**config.mk**
```make
export PLATFORM = sky130hd
export DESIGN_NAME = mem_responder_flat
export DESIGN_NICKNAME = d
export VERILOG_FILES = /design/src/rtl/mem_responder_if.sv /design/src/rtl/mem_responder.sv /design/src/flat_wrapper.sv
export SDC_FILE = /design/constraint.sdc
export NUM_CORES = 2
export LEC_CHECK = 0
export ABC_CLOCK_PERIOD_IN_PS = 7600
export BUFFER_PORTS_ARGS = -buffer_cell sky130_fd_sc_hd__buf_2
export CORE_ASPECT_RATIO = 1.5
export CORE_MARGIN = 2
export CORE_UTILIZATION = 25
export DETAILED_ROUTE_END_ITERATION = 12
export SLEW_MARGIN = 20
export SYNTH_ARGS = -nofsm -noshare
export SYNTH_HDL_FRONTEND = slang
export SYNTH_SLANG_ARGS = --single-unit
```
**constraint.sdc**
```tcl
create_clock -name clk -period 7.6 [get_ports clk]
set_clock_uncertainty 0.05 [all_clocks]
set_input_delay 0 -clock clk [delete_from_list [all_inputs] [get_ports clk]]
set_output_delay 0 -clock clk [all_outputs]
set_load 0.01 [all_outputs]
```
**src/rtl/mem_responder_if.sv**
```systemverilog
// mem_responder_if: CPU memory request/ack bus plus backdoor preload port
interface mem_responder_if #(
  parameter int ADDR_W = 8
) ();
  logic              readM;
  logic              writeM;
  logic [15:0]       address;
  logic [15:0]       data_in;
  logic [15:0]       data_out;
  logic              inputReady;
  logic              busy;
  logic              err;
  logic              ld_en;
  logic [ADDR_W-1:0] ld_addr;
  logic [15:0]       ld_data;
  modport master (
    output readM, writeM, address, data_in, ld_en, ld_addr, ld_data,
    input  data_out, inputReady, busy, err
  );
  modport slave (
    input  readM, writeM, address, data_in, ld_en, ld_addr, ld_data,
    output data_out, inputReady, busy, err
  );
endinterface

```
**src/rtl/mem_responder.sv**
```systemverilog
// mem_responder: word RAM serving one CPU access at a time with fixed latency and 4-phase ack
module mem_responder #(
  parameter int ADDR_W  = 8,
  parameter int LATENCY = 3
) (
  input logic            clk,
  input logic            reset_n,
  mem_responder_if.slave bus
);
  localparam int DEPTH = 2 ** ADDR_W;
  typedef enum logic [1:0] {IDLE, BUSY, DONE, WAIT_DROP} state_t;
  state_t            state;
  logic [3:0]        cnt;
  logic [ADDR_W-1:0] idx;
  logic [15:0]       wdata;
  logic              wr_q;
  logic              oor;
  logic [15:0]       mem [DEPTH];
  logic              req;
  logic              commit;
  logic              load;
  // A request is exactly one of read/write; RAM writes come from a completing write or an idle preload
  always_comb begin
    req    = bus.readM ^ bus.writeM;
    commit = (state == BUSY) && (cnt == 4'd0) && wr_q && !oor;
    load   = (state == IDLE) && !req && bus.ld_en;
  end
  // Access sequencer: accept, count down latency, pulse ack, then wait for the request to drop
  always_ff @(posedge clk or negedge reset_n) begin
    if (!reset_n) begin
      state          <= IDLE;
      cnt            <= 4'd0;
      idx            <= '0;
      wdata          <= 16'h0;
      wr_q           <= 1'b0;
      oor            <= 1'b0;
      bus.data_out   <= 16'h0;
      bus.inputReady <= 1'b0;
      bus.busy       <= 1'b0;
      bus.err        <= 1'b0;
    end else begin
      case (state)
        IDLE: begin
          if (bus.readM && bus.writeM) bus.err <= 1'b1;
          if (req) begin
            state    <= BUSY;
            bus.busy <= 1'b1;
            cnt      <= 4'(LATENCY - 1);
            idx      <= bus.address[ADDR_W-1:0];
            oor      <= |bus.address[15:ADDR_W];
            wdata    <= bus.data_in;
            wr_q     <= bus.writeM;
          end
        end
        BUSY: begin
          if (cnt == 4'd0) begin
            state          <= DONE;
            bus.inputReady <= 1'b1;
            if (!wr_q) bus.data_out <= oor ? 16'h0 : mem[idx];
          end else begin
            cnt <= cnt - 4'd1;
          end
        end
        DONE: begin
          state          <= WAIT_DROP;
          bus.inputReady <= 1'b0;
        end
        WAIT_DROP: begin
          if (!bus.readM && !bus.writeM) begin
            state    <= IDLE;
            bus.busy <= 1'b0;
          end
        end
      endcase
    end
  end
  // RAM array is not reset; a write aborted by reset never reaches the commit edge
  always_ff @(posedge clk) begin
    if (commit) mem[idx] <= wdata;
    else if (load) mem[bus.ld_addr] <= bus.ld_data;
  end
endmodule

```
**src/flat_wrapper.sv**
```systemverilog
// flat-port wrapper written by rule: the top's interface ports become plain ports
module mem_responder_flat 
#(
  parameter int ADDR_W  = 8,
  parameter int LATENCY = 3
)
  (clk, reset_n, bus_readM, bus_writeM, bus_address, bus_data_in, bus_ld_en, bus_ld_addr, bus_ld_data, bus_data_out, bus_inputReady, bus_busy, bus_err);
  mem_responder_if #(.ADDR_W(ADDR_W)) bus_i ();
  input logic clk;
  input logic reset_n;
  input wire logic [$bits(bus_i.readM)-1:0] bus_readM;
  input wire logic [$bits(bus_i.writeM)-1:0] bus_writeM;
  input wire logic [$bits(bus_i.address)-1:0] bus_address;
  input wire logic [$bits(bus_i.data_in)-1:0] bus_data_in;
  input wire logic [$bits(bus_i.ld_en)-1:0] bus_ld_en;
  input wire logic [$bits(bus_i.ld_addr)-1:0] bus_ld_addr;
  input wire logic [$bits(bus_i.ld_data)-1:0] bus_ld_data;
  output wire logic [$bits(bus_i.data_out)-1:0] bus_data_out;
  output wire logic [$bits(bus_i.inputReady)-1:0] bus_inputReady;
  output wire logic [$bits(bus_i.busy)-1:0] bus_busy;
  output wire logic [$bits(bus_i.err)-1:0] bus_err;
  assign bus_i.readM = bus_readM;
  assign bus_i.writeM = bus_writeM;
  assign bus_i.address = bus_address;
  assign bus_i.data_in = bus_data_in;
  assign bus_i.ld_en = bus_ld_en;
  assign bus_i.ld_addr = bus_ld_addr;
  assign bus_i.ld_data = bus_ld_data;
  assign bus_data_out = bus_i.data_out;
  assign bus_inputReady = bus_i.inputReady;
  assign bus_busy = bus_i.busy;
  assign bus_err = bus_i.err;
  mem_responder #(.ADDR_W(ADDR_W), .LATENCY(LATENCY)) u_core (.clk(clk), .reset_n(reset_n), .bus(bus_i));
endmodule
```
== After elaboration in Yosys (flattened, before gate mapping) ==
Memories as Yosys holds them, arrays and structs flattened.
Cells that the tools add are included.
Word-level totals
  memories kept: 1
  output and inout bits: 19
  logic and storage cells: 67
  flip-flop bits (word level): 51
  input port bits: 61
  RAM bits: 4096
Memory list
  u_core.mem: words 256, bits a word 16, read ports 1, clocked after Yosys merged registers in 0, write ports 1, RTL line mem_responder.sv:18  | logic [15:0] mem [DEPTH];
Operators by class
  add/subtract/negate cells: 1
  reduce and logical (&&, ||, !) cells: 25
  muxes and demuxes: 21
  equality and inequality tests: 7
  bitwise logic cells: 2
Operators by type and width (count)
  $mux W16: 2
  $reduce_or A16 Y1: 1
  $reduce_and A3 Y1: 4
  $mux W1: 9
  $mux W4: 2
  $mux W8: 1
  $pmux W2 S4: 1
  $pmux W4 S2: 1
  $reduce_or A8 Y1: 1
  $logic_and A1 B1 Y1: 7
  $mux W2: 3
  $reduce_and A2 Y1: 3
  $reduce_bool A2 Y1: 3
  $eq A2 B2 Y1 const B: 2
  $logic_not A1 Y1: 4
  $logic_not A4 Y1: 1
  $ne A2 B1 Y1 const B: 2
  $ne A2 B2 Y1 const B: 2
  $pmux W1 S2: 2
  $sub A4 B1 Y4 const B: 1
  $eq A2 B1 Y1 const B: 1
  $logic_not A2 Y1: 1
  $not A1 Y1: 1
  $xor A1 B1 Y1: 1

== Logic depth before layout (Yosys ltp) ==
  depth in word-level cells: 9
  depth in mapped cells: 13
  gate-level depth less buffers: 9

== Least setup slack after synthesis ==
Ideal clock, no wire load.
  path type: register to register
  from: reg u_core.state[1]
  to: mem u_core.mem[0][10], data pin
  setup time: 0.823 ns
  required time: 6.727 ns
  path slack: 1.624 ns
  cell stages (with the launch flop): 10
  data arrival time: 5.103 ns
  cells stage by stage: dfrtp_1 -> inv_1 -> ha_1 -> and4bb_2 -> a31oi_1 -> clkbuf_1 -> buf_2 -> buf_1 -> nand2_1 -> nand2_1
Between the ends
  longest elaborated chain between the ends: 8
  elaborated cells between the ends (all ways): 12
Ends and longest elaborated chain
  start: declaration: RTL line mem_responder.sv:12  | state_t state;
  start signal: assignment: RTL line mem_responder.sv:31  | state <= IDLE;
  start signal: assignment: RTL line mem_responder.sv:46  | state <= BUSY;
  start signal: assignment: RTL line mem_responder.sv:57  | state <= DONE;
  $logic_not A2 Y1 or $eq A2 B1 Y1 (tied branches): RTL line mem_responder.sv:26, mem_responder.sv:25
  $logic_and A1 B1 Y1 (on tied branches) (2 in a row): RTL line mem_responder.sv:26, mem_responder.sv:25
  $mux W1 or $logic_and A1 B1 Y1 (tied branches): RTL line mem_responder.sv:80, mem_responder.sv:25
  $mux W1 *: RTL line mem_responder.sv:79  | if (commit) mem[idx] <= wdata;
  $mux W1 (implied by the code) *: RTL line mem_responder.sv:80  | else if (load) mem[bus.ld_addr] <= bus.ld_data;
  $reduce_or A16 Y1 (no line) *
  $mux W16 (no line) *
  end: declaration: RTL line mem_responder.sv:18
Mark *: on every way between the ends. The rest lies on a longest branch, timed or not.

== Worst setup path in the final report ==
  from: reg u_core.idx[0]
  to: reg u_core.bus.data_out[14]
Between the ends
  longest elaborated chain between the ends: 2
Ends and longest elaborated chain
  start: declaration: RTL line mem_responder.sv:14  | logic [ADDR_W-1:0] idx;
  start signal: assignment: RTL line mem_responder.sv:49  | idx <= bus.address[ADDR_W-1:0];
  $mem_v2 Z256 W16
  $mux W16: RTL line mem_responder.sv:59  | if (!wr_q) bus.data_out <= oor ? 16'h0 : mem[idx];
  end signal: assignment: RTL line mem_responder.sv:59
  end: declaration: RTL line mem_responder_if.sv:22  | output data_out, inputReady, busy, err
Every way passes these cells.
A chain may end at the register's enable or synchronous reset.

==> impl_metrics.py <==
metrics = {
    "flow_run": {
        "drv_cap": 0,
    },
    "synthesis": {
        "yosysSeqAreaShare_pct": 77.2,
        "avgSynthCellArea_sq_um": 21.2,
        "synthDistinctLibCells": 68,
        "synth_simple_gate_area_share_pct": 2.08,
        "postSynth.asyncResetShare_pct": 1.23,
        "muxShareOfSynthArea_pct": 15.6,
        "yosys.area_share.xor_xnor_pct": 0,
        "synth-edff-count": 4096,
        "synth_top_area_cell": "edfxtp_1",
        "synth_area_sq_um": 161000,
        "yosysTopAreaCellShare_pct": 76.4,
        "synth_area_leaders": "edfxtp_1 76%, mux4_2 12%, mux2i_1 3.4%",
        "syn_nets": 7673,
        "synth_cells": 7604,
        "synthAdderAreaFrac_pct": 0.0621,
        "synth_top_family_by_area": "multiplexers",
        "synth-compound-area-share_pct": 3.27,
        "synthFlopType": "edfxtp_1",
        "yosysWarnings": 0,
        "synth-seq-cells": 4147,
    },
    "power": {
        "p_comb_share_pct": 34.6,
        "p_leak_nw": 56.7,
        "ir_worst_vdd_mv": 0.495,
        "p_sw_share_pct": 36.3,
        "power_density_nw_per_um2": 393,
        "power_mw": 72.9,
        "seqPwrFrac_pct": 40.7,
        "switchingPower_mw": 26.5,
        "p_int_mw": 46.4,
        "pwr-share-clk_pct": 24.7,
    },
    "floorplanning": {
        "coreArea_sq_um": 643000,
        "ioPinCount": 80,
        "die_x_um": 659,
        "die_y_um": 987,
        "die-area_sq_um": 651000,
        "initial_core_util_pct": 25.0,
        "rows": 361,
    },
    "sta": {
        "worst_pin_slew_ns": 1.43,
        "finalHoldViolations": 11,
        "setup_viol": 0,
        "finalSetupTns_ns": 0,
        "whs_ns": -0.0397,
        "fin_crit_ns": 5.30,
        "grt_setup_unrepaired": "no",
        "post-route-period-util_pct": 69.8,
        "fmax_ghz": 0.189,
        "max_slew_margin_pct": 4.40,
        "slew_viol_final": 0,
    },
    "global_route": {
        "grt_first_pass_wirelength_um": 669000,
        "globalRouteTotalUtil_pct": 14.5,
        "grt_max_degree": 193,
        "grt_pass1_vias": 80500,
        "antenna_found_initial": 47,
        "grt-ovfl-total": 0,
    },
    "routing": {
        "drtIter0Drc": 9419,
        "wirelength_um": 490000,
        "ant_nets": 0,
        "drc": 0,
        "vias": 81400,
        "wl_per_cell_um": 29.1,
        "first_pass_iters": 9,
        "via_per_inst": 4.83,
    },
    "critical_path": {
        "arrival_ns": 6.11,
        "r2r_start": "u_core.idx[0]$_DFFE_PN0P_",
        "start_kind": "flip-flop",
        "cp-endpoint": "u_core.bus.data_out[14]$_DFFE_PN0P_",
        "end_kind": "flip-flop",
        "reg2regPathDepth": 9,
        "critPathRequiredTime_ns": 8.41,
        "r2r_end": "u_core.bus.data_out[14]$_DFFE_PN0P_",
        "crit_start": "u_core.idx[0]$_DFFE_PN0P_",
        "reg2reg_slack_ns": 2.30,
        "path_max_fanout": 42,
        "path_class": "reg2reg",
    },
    "cells_and_area": {
        "fillers": 62600,
        "fin_nets": 8067,
        "syn_to_final_growth_pct": 15.1,
        "multi_input_area_sq_um": 34900,
        "seqCellArea_sq_um": 124000,
        "layout-drive-gt1-share_pct": 24.7,
    },
    "clock_network": {
        "cts_tree": "built",
        "clockBufferDepth": 4,
        "htreeDepth": 5,
        "cts_buffers": 344,
        "clock_latency_ns": 1.00,
        "hold_buffers": 78,
        "clk_pin_slew_ns": 0.07,
        "cts_resized": 0,
        "post_cts_buffers": 0,
        "root_buffer": "clkbuf_16",
        "clock_sinks": 4147,
    },
    "hold_path": {
        "hold_path.class": "in2reg",
    },
    "outcome": {
        "violations": "negative hold slack",
        "status": "finished, violations left",
    },
    "placed_design": {
        "port_buffers": 79,
        "gp_congestion": 0.919,
        "hpwl_um": 303000,
    },
}
## power by group through the flow
stage                     clock network [mW]  logic [mW]  registers, mW
final                                   18.0        25.2           29.7
after global routing                    18.9        25.8           29.6
after global placement                     0        24.9           30.1
after detailed placement                   0        25.1           30.1
after floorplan                            0        14.1           31.0
after CTS                               18.2        25.2           29.6
## cell usage in the layout, fill, tap and decap left out, types with 122 or more instances in the layout
cell type  synthesis  final
o221ai_1         182    182
clkbuf_16          0    348
buf_4             50    303
a21oi_1          178    174
nor2_2             0    125
mux2i_1          551    547
edfxtp_1        4096   4096
o22ai_1          122    122
mux4_2           849    849
nor2_1           316    164
nand2_1          241    221
## worst min path at each step
stage / startpoint / endpoint / slack (ns) / cells after the start
finish: bus_ld_data[6] / u_core.mem[183][6]$_DFFE_PP_ / -0.04 / 3
global route: bus_ld_data[6] / u_core.mem[183][6]$_DFFE_PP_ / 0.06 / 3
CTS: bus_ld_data[6] / u_core.mem[183][6]$_DFFE_PP_ / 0.008 / 3
detailed placement: bus_data_in[9] / u_core.wdata[9]$_DFFE_PN0P_ / 0.19 / 2
global placement: bus_data_in[6] / u_core.wdata[6]$_DFFE_PN0P_ / 0.18 / 2
floorplan: reset_n / u_core.bus.busy$_DFFE_PN0P_ / -0.35 / 0
## sequential cells by signal, summed over array words and instances (netlist names), 2 cells and up
| name | flops |
|---|---|
| u_core.mem | 4096 |
| u_core.bus.data_out | 16 |
| u_core.wdata | 16 |
| u_core.idx | 8 |
| u_core.cnt | 4 |
| u_core.state | 2 |
## metrics by stage
step	area (sq um)	setup slack, ns	hold WS, ns	util, %	std cells
6_report	185000	2.30	-0.0397	28.8	16800
5_1_grt	185000	2.21	0.0592	28.8	16800
4_1_cts	185000	2.22	0.00794	28.8	16800
3_5_place_dp	173000	2.28	0.187	26.9	16100
3_3_place_gp	173000	2.41	0.185	26.9	16100
2_1_floorplan	161000	1.62	-0.346	-	7604
## critical path: stages, from the launching register on
cell and delay, ns:
dfrtp_4 1.18, buf_4 0.43, buf_4 0.74, mux4_2 0.61
mux4_2 0.47, o22ai_1 0.91, nor4_1 0.19, nand2_1 0.14
nor3_1 0.08, a211o_1 0.31
## cells by family after synthesis
logic type	after synthesis
and+or+nand+nor	773
muxes	1449
buffers and inverters	467
AOI/OAI and AO/OA	760
DFF	4147
adders and majority gates	8
## routing by layer
layer  share of wire (%)  up-vias  global-route usage, %  wire length [um]
li1                    -    32600                      -                 -
met3                 7.6     1049                   2.58             37300
met2                  51     4064                   25.3            249000
met4                 7.8        6                   9.99             38200
met5               0.017        -                      0                81
met1                  34    43700                   16.1            165000
## synth_stat cells (all sizes together) (15+ instances only)
library cell,n
a21oi,178
a2111oi,15
o311ai,15
edfxtp,4096
nor2,316
o21ai,62
buf,279
o221ai,182
mux4,849
a31oi,37
a211oi,35
nand3,65
and2,16
dfrtp,51
mux2,49
and3,20
o22ai,122
nor3,40
clkbuf,173
mux2i,551
nand2,241
## layout make-up
class / count / area share, %
timing repair buffer: 500 / 2.29
inverter: 15 / 0.0385
tap: 8530 / 5.76
clock buffer: 424 / 4.88
antenna: 39 / 0.0527
multi-input combinational: 2990 / 18.8
clock inverter: 199 / 1.11
sequential: 4147 / 67.1
(Power assumes the default switching activity.)
